**src/rtl/hslp_mul_pipe.sv**
```systemverilog
// hslp_mul_pipe: pipelined hybrid split-level approximate multiplier.
//
// The W-bit unsigned operands are split into H = W/2 bit halves. Four
// quadrant products (HH, HL, LH, LL) are formed. Each quadrant has its own
// 2-bit accuracy mode, taken from cfg_mode with the beat:
//   0 exact, 1 low H/2 bits cleared, 2 low H bits cleared, 3 quadrant skipped.
// The moded quadrants are then recombined by shift-add.
//
// Pipeline:
//   S1 captures the operands and the mode.
//   S2 captures the four moded quadrant products.
//   S3 captures the recombined product.
// The stream interface is valid/ready with full backpressure and accepts
// one beat per cycle.
//
// Ports:
//   clk, rst            clock, synchronous active-high reset
//   in_valid/in_ready   operand beat handshake (a, b, cfg_mode)
//   a, b                W-bit unsigned operands
//   cfg_mode            [1:0]=LL [3:2]=LH [5:4]=HL [7:6]=HH accuracy modes
//   out_valid/out_ready result handshake
//   prod                2W-bit approximate product
module hslp_mul_pipe #(
  parameter int unsigned W       = 8,
  parameter int unsigned OUT_REG = 1
) (
  input  logic             clk,
  input  logic             rst,
  input  logic             in_valid,
  output logic             in_ready,
  input  logic [W-1:0]     a,
  input  logic [W-1:0]     b,
  input  logic [7:0]       cfg_mode,
  output logic             out_valid,
  input  logic             out_ready,
  output logic [2*W-1:0]   prod
);

  localparam int unsigned H = W / 2;
  localparam int unsigned P = 2 * H;

  localparam logic [P-1:0] MASK_COARSE = {P{1'b1}} << (H / 2);
  localparam logic [P-1:0] MASK_HALF   = {P{1'b1}} << H;

  if (OUT_REG != 1) begin : g_out_reg_unsupported
    $error("hslp_mul_pipe: only OUT_REG=1 is supported");
  end

  function automatic logic [P-1:0] apply_mode(input logic [P-1:0] p,
                                              input logic [1:0]   m);
    logic [P-1:0] r;
    unique case (m)
      2'd0:    r = p;
      2'd1:    r = p & MASK_COARSE;
      2'd2:    r = p & MASK_HALF;
      default: r = '0;
    endcase
    return r;
  endfunction

  logic             stall;

  logic             s1_valid_q, s1_valid_d;
  logic [W-1:0]     s1_a_q, s1_a_d;
  logic [W-1:0]     s1_b_q, s1_b_d;
  logic [7:0]       s1_mode_q, s1_mode_d;

  logic             s2_valid_q, s2_valid_d;
  logic [P-1:0]     s2_hh_q, s2_hh_d;
  logic [P-1:0]     s2_hl_q, s2_hl_d;
  logic [P-1:0]     s2_lh_q, s2_lh_d;
  logic [P-1:0]     s2_ll_q, s2_ll_d;

  logic             out_valid_q, out_valid_d;
  logic [2*W-1:0]   prod_q, prod_d;

  logic [H-1:0]     ah, al, bh, bl;
  logic [2*W-1:0]   sum;

  assign stall     = out_valid_q & ~out_ready;
  assign in_ready  = ~stall;
  assign out_valid = out_valid_q;
  assign prod      = prod_q;

  assign ah = s1_a_q[W-1:H];
  assign al = s1_a_q[H-1:0];
  assign bh = s1_b_q[W-1:H];
  assign bl = s1_b_q[H-1:0];

  // The exact product fits in 2W bits and modes only ever lower terms, so
  // summing at 2W bits loses nothing relative to a wider sum.
  always_comb begin
    sum = (2*W)'(s2_ll_q)
        + ((2*W)'(s2_lh_q) << H)
        + ((2*W)'(s2_hl_q) << H)
        + ((2*W)'(s2_hh_q) << W);
  end

  // Every stage holds on stall. Data registers also hold across bubbles,
  // so prod keeps its last value instead of toggling.
  always_comb begin
    s1_valid_d  = s1_valid_q;
    s1_a_d      = s1_a_q;
    s1_b_d      = s1_b_q;
    s1_mode_d   = s1_mode_q;
    s2_valid_d  = s2_valid_q;
    s2_hh_d     = s2_hh_q;
    s2_hl_d     = s2_hl_q;
    s2_lh_d     = s2_lh_q;
    s2_ll_d     = s2_ll_q;
    out_valid_d = out_valid_q;
    prod_d      = prod_q;
    if (!stall) begin
      s1_valid_d = in_valid;
      if (in_valid) begin
        s1_a_d    = a;
        s1_b_d    = b;
        s1_mode_d = cfg_mode;
      end
      s2_valid_d = s1_valid_q;
      if (s1_valid_q) begin
        s2_ll_d = apply_mode(P'(al) * P'(bl), s1_mode_q[1:0]);
        s2_lh_d = apply_mode(P'(al) * P'(bh), s1_mode_q[3:2]);
        s2_hl_d = apply_mode(P'(ah) * P'(bl), s1_mode_q[5:4]);
        s2_hh_d = apply_mode(P'(ah) * P'(bh), s1_mode_q[7:6]);
      end
      out_valid_d = s2_valid_q;
      if (s2_valid_q) begin
        prod_d = sum;
      end
    end
  end

  always_ff @(posedge clk) begin
    if (rst) begin
      s1_valid_q  <= 1'b0;
      s1_a_q      <= '0;
      s1_b_q      <= '0;
      s1_mode_q   <= '0;
      s2_valid_q  <= 1'b0;
      s2_hh_q     <= '0;
      s2_hl_q     <= '0;
      s2_lh_q     <= '0;
      s2_ll_q     <= '0;
      out_valid_q <= 1'b0;
      prod_q      <= '0;
    end else begin
      s1_valid_q  <= s1_valid_d;
      s1_a_q      <= s1_a_d;
      s1_b_q      <= s1_b_d;
      s1_mode_q   <= s1_mode_d;
      s2_valid_q  <= s2_valid_d;
      s2_hh_q     <= s2_hh_d;
      s2_hl_q     <= s2_hl_d;
      s2_lh_q     <= s2_lh_d;
      s2_ll_q     <= s2_ll_d;
      out_valid_q <= out_valid_d;
      prod_q      <= prod_d;
    end
  end

endmodule

```
**config.mk**
```make
export PLATFORM = sky130hd
export DESIGN_NAME = hslp_mul_pipe
export DESIGN_NICKNAME = d
export VERILOG_FILES = /design/src/rtl/hslp_mul_pipe.sv
export SDC_FILE = /design/constraint.sdc
export NUM_CORES = 1
export LEC_CHECK = 0
export CORE_MARGIN = 2
export CORE_UTILIZATION = 50
export CTS_BUF_LIST = sky130_fd_sc_hd__clkbuf_16
export DETAILED_ROUTE_END_ITERATION = 10
export PLACE_DENSITY = 0.74
export SKIP_LAST_GASP = 1
export SLEW_MARGIN = 20
export SYNTH_ARGS = -nofsm -noshare
export SYNTH_HDL_FRONTEND = slang
export SYNTH_SLANG_ARGS = --single-unit
```
**constraint.sdc**
```tcl
create_clock -name clk -period 3.55 [get_ports clk]
set_input_delay 0.71 -clock clk [delete_from_list [all_inputs] [get_ports clk]]
set_output_delay 0.71 -clock clk [all_outputs]
set_load 0.005 [all_outputs]
```
==> insert_results.sql <==
INSERT INTO impl_metrics (metric_group, metric, value, unit) VALUES
('power', 'power.ir.vdd_worst', '0.314', 'mV'),
('logic_synthesis', 'synth-async-reset-ratio', '0', ''),
('layout', 'drive_above_1_share', '0.0403', ''),
('logic_synthesis', 'ys_seq_area_frac', '0.303', ''),
('job', 'max-cap-violations', '0', ''),
('route', 'vias', '4039', ''),
('hold_path', 'worst_hold_path_type', 'reg2reg', ''),
('power', 'cell_leakage_power', '2.60', 'nW'),
('status', 'run_status', 'completed', ''),
('clock_network', 'root_buffer', 'clkbuf_16', ''),
('worst_setup_path', 'startpoint_type', 'register', ''),
('logic_synthesis', 'synth_edf_count', '0', ''),
('clock_network', 'ctsHoldBuffers', '0', ''),
('logic_synthesis', 'yosys_register_bits', '75', ''),
('route', 'number_of_drc_violations_after_detailed_routing', '0', ''),
('floorplanning', 'floorplan.initialDensity', '0.512', ''),
('layout', 'layout.cells.most_common_list', 'nand2_1, dfxtp_1, a21oi_1', ''),
('power', 'areal_power_density_over_the_cells', '357', 'nW/um2'),
('global_routing', 'pin_count_of_the_biggest_net_entering_global_routing', '38', ''),
('timing', 'final_min_period_over_clock_period', '0.878', ''),
('global_routing', 'first_global_vias', '3757', ''),
('timing', 'final.setup.tns', '0', 'ns'),
('timing', 'fmax', '321', 'MHz'),
('layout', 'antenna_cells', '0', ''),
('logic_synthesis', 'avgSynthCellArea', '8.57', 'um2'),
('logic_synthesis', 'synth.net_count', '687', ''),
('hold_path', 'min_path_cells', '2', ''),
('layout', 'design_area', '5810', 'um2'),
('timing', 'tightest_slew', '0.813', 'ns'),
('worst_setup_path', 'crit_arrival', '3.34', 'ns'),
('floorplanning', 'standard_cell_rows', '36', ''),
('worst_setup_path', 'worst-endpoint-required', '3.77', 'ns'),
('route', 'antenna_left', '0', ''),
('worst_setup_path', 'setup.reg_to_reg.worst_slack', '0.43', 'ns'),
('placed_design', 'io_buffer_count', '45', ''),
('clock_network', 'clock_path_buffers', '2', ''),
('floorplanning', 'coreArea', '9680', 'um2'),
('hold_path', 'hold_end', 'prod[0]', ''),
('timing', 'maxSlewHeadroom', '0.457', ''),
('placed_design', 'place_area', '5490', 'um2'),
('global_routing', 'aggregate_global_routing_overflow', '0', ''),
('logic_synthesis', 'yosys_warnings', '0', ''),
('clock_network', 'tritoncts.num_buffers', '9', ''),
('clock_network', 'worst_skew_pair_latency', '0.33', 'ns'),
('timing', 'report.final.slew_viol_count', '0', ''),
('worst_setup_path', 'top_fanout_value_on_the_critical_path', '9', ''),
('route', 'post_drt_wl_per_cell', '14.4', 'um'),
('clock_network', 'postCtsSetupRepairBufs', '0', ''),
('clock_network', 'htree_levels', '3', ''),
('worst_setup_path', 'endpoint_kind', 'register', ''),
('timing', 'setup_viol_count_final', '0', ''),
('layout', 'area_growth', '17.3', '%'),
('floorplanning', 'io_pins', '46', ''),
('clock_network', 'clk_transition_reported_paths', '0.06', 'ns'),
('placed_design', 'globalplace.congestion', '0.881', ''),
('worst_setup_path', 'r2r_end', 's2_lh_q[7]', ''),
('power', 'design_power_total', '2.07', 'mW'),
('placed_design', 'place_hpwl', '8.12', 'mm'),
('floorplanning', 'die-height', '104', 'um'),
('worst_setup_path', 'worstReg2RegStart', 's1_a_q[0]', ''),
('global_routing', 'grt_util_all_layers', '0.207', ''),
('worst_setup_path', 'worst-setup-path-type', 'reg2reg', ''),
('layout', 'most_frequent_standard_cell_in_the_layout_excluding_fill_and_tap_cells', 'nand2_1', ''),
('clock_network', 'cts-resized-gates', '0', ''),
('route', 'drt_pre_antenna_iters', '5', ''),
('global_routing', 'initial_antenna_violation_count', '0', ''),
('logic_synthesis', 'post_synth_inst_count', '578', ''),
('logic_synthesis', 'synth_area', '4950', 'um2'),
('worst_setup_path', 'rr_worst_depth', '10', ''),
('logic_synthesis', 'synth_cell_types', '40', ''),
('route', 'avgViaCountPerCell', '5.36', ''),
('clock_network', 'clock_sink_count', '75', ''),
('logic_synthesis', 'postSynth.topFlopCell', 'dfxtp_1', ''),
('timing', 'setup_repair_after_global_routing_missed_its_margin', 'no', ''),
('global_routing', 'grt_pass1_wl', '18.5', 'mm'),
('timing', 'finalHoldViolCount', '0', ''),
('floorplanning', 'fp.dieW', '104', 'um'),
('timing', 'finalCriticalPeriod', '3.12', 'ns'),
('clock_network', 'clock_tree_from_tritoncts', 'yes', ''),
('layout', 'finalNetCount', '724', ''),
('route', 'routed_wl', '10.9', 'mm'),
('floorplanning', 'die_area', '10700', 'um2'),
('timing', 'clock-skew-final', '0.0106', 'ns'),
('hold_path', 'hold_path_startpoint', 's2_ll_q[0]', ''),
('route', 'dr.first_iter.drc_count', '174', '');
[logic make-up after synthesis]
logic type | synth area share
AO/OA/AOI/OAI | 0.165
XOR/XNOR | 0.0300
adder cells (fa/ha/maj) | 0.242
buffers and inverters | 0.0480
flip-flops | 0.303
multiplexers | 0.00202
AND/OR/NAND/NOR | 0.210
[critical path, stage by stage, from the launching register on]
cell      delay [ns]
dfxtp_1         0.50
nand2_1         0.13
fa_1            0.54
inv_1           0.06
fa_1            0.51
ha_1            0.34
a211oi_1        0.32
o21bai_1        0.13
a21oi_1         0.22
xnor2_1         0.09
a22o_1          0.19
[final cells by class]
class | count | area (um2)
clock inverter | 7 | 98.8
sequential | 75 | 1500
clock buffer | 9 | 225
multi-input combinational | 446 | 3220
tap | 133 | 166
inverter | 34 | 128
timing repair buffer | 49 | 475
fill | 848 | 3870
[metal layers]
metal,part of all wire,global-route usage,vias to the layer above
met2,0.46,0.338,78
met1,0.49,0.293,1888
met5,0,0,-
li1,-,-,2064
met4,0.010,0.0492,0
met3,0.039,0.0289,9
[stage by stage]
stage / util / hold slack, ns / std cells / setup WS [ns]
global placement: 0.567 / 0.441 / 737 / 0.678
CTS: 0.600 / 0.454 / 753 / 0.456
finish: 0.600 / 0.453 / 753 / 0.433
global route: 0.600 / 0.477 / 753 / 0.293
floorplan: - / 0.432 / 578 / 0.690
detailed placement: 0.567 / 0.446 / 737 / 0.520
[how the worst max path moves through the flow]
| stage | from | endpoint | slack, ns | cells past startpoint |
|---|---|---|---|---|
| floorplan | s1_a_q[4] | s2_hh_q[6] | 0.69 | 12 |
| global placement | s1_a_q[0] | s2_ll_q[6] | 0.68 | 11 |
| detailed placement | s1_a_q[0] | s2_ll_q[7] | 0.52 | 10 |
| CTS | s1_a_q[0] | s2_lh_q[7] | 0.46 | 10 |
| global route | s1_a_q[0] | s2_lh_q[7] | 0.29 | 10 |
| finish | s1_a_q[0] | s2_lh_q[7] | 0.43 | 10 |
[where the power goes]
part | leakage, nW | internal (mW) | switching (mW)
Clock | 0.158 | 0.621 | 0.375
Sequential | 0.610 | 0.865 | 0.0368
Combinational | 1.84 | 0.0784 | 0.0967
[Yosys cell counts (2+ instances only)]
| library cell | instances | share of area |
|---|---|---|
| nand2_1 | 96 | 0.073 |
| dfxtp_1 | 75 | 0.30 |
| a21oi_1 | 69 | 0.070 |
| ha_1 | 56 | 0.14 |
| and2_1 | 51 | 0.064 |
| inv_1 | 33 | 0.025 |
| nor2_1 | 27 | 0.020 |
| fa_1 | 25 | 0.10 |
| a211oi_1 | 18 | 0.027 |
| a22o_1 | 12 | 0.021 |
| o21ai_0 | 12 | 0.012 |
| xnor2_1 | 12 | 0.021 |
| buf_2 | 10 | 0.010 |
| a21o_1 | 9 | 0.014 |
| clkbuf_1 | 8 | 0.0061 |
| nand3_1 | 8 | 0.0081 |
| nor3_1 | 7 | 0.0071 |
| nand4_1 | 5 | 0.0063 |
| xor2_1 | 5 | 0.0088 |
| nand3b_1 | 4 | 0.0061 |
| o21bai_1 | 4 | 0.0061 |
| a31oi_1 | 3 | 0.0038 |
| buf_4 | 3 | 0.0045 |
| nor4b_1 | 3 | 0.0053 |
| or4_1 | 3 | 0.0045 |
| and3_1 | 2 | 0.0025 |
| buf_1 | 2 | 0.0015 |
| nor2b_4 | 2 | 0.0056 |
| nor4_1 | 2 | 0.0025 |
| o21ai_1 | 2 | 0.0020 |
[registers in the layout, indices dropped and copies added, names as in the netlist]
name	count
s1_valid_q	1
s2_valid_q	1
s2_lh_q	8
s2_ll_q	8
s1_a_q	8
s1_mode_q	8
prod	16
out_valid	1
s1_b_q	8
s2_hh_q	8
s2_hl_q	8
(Power assumes the default switching activity.)
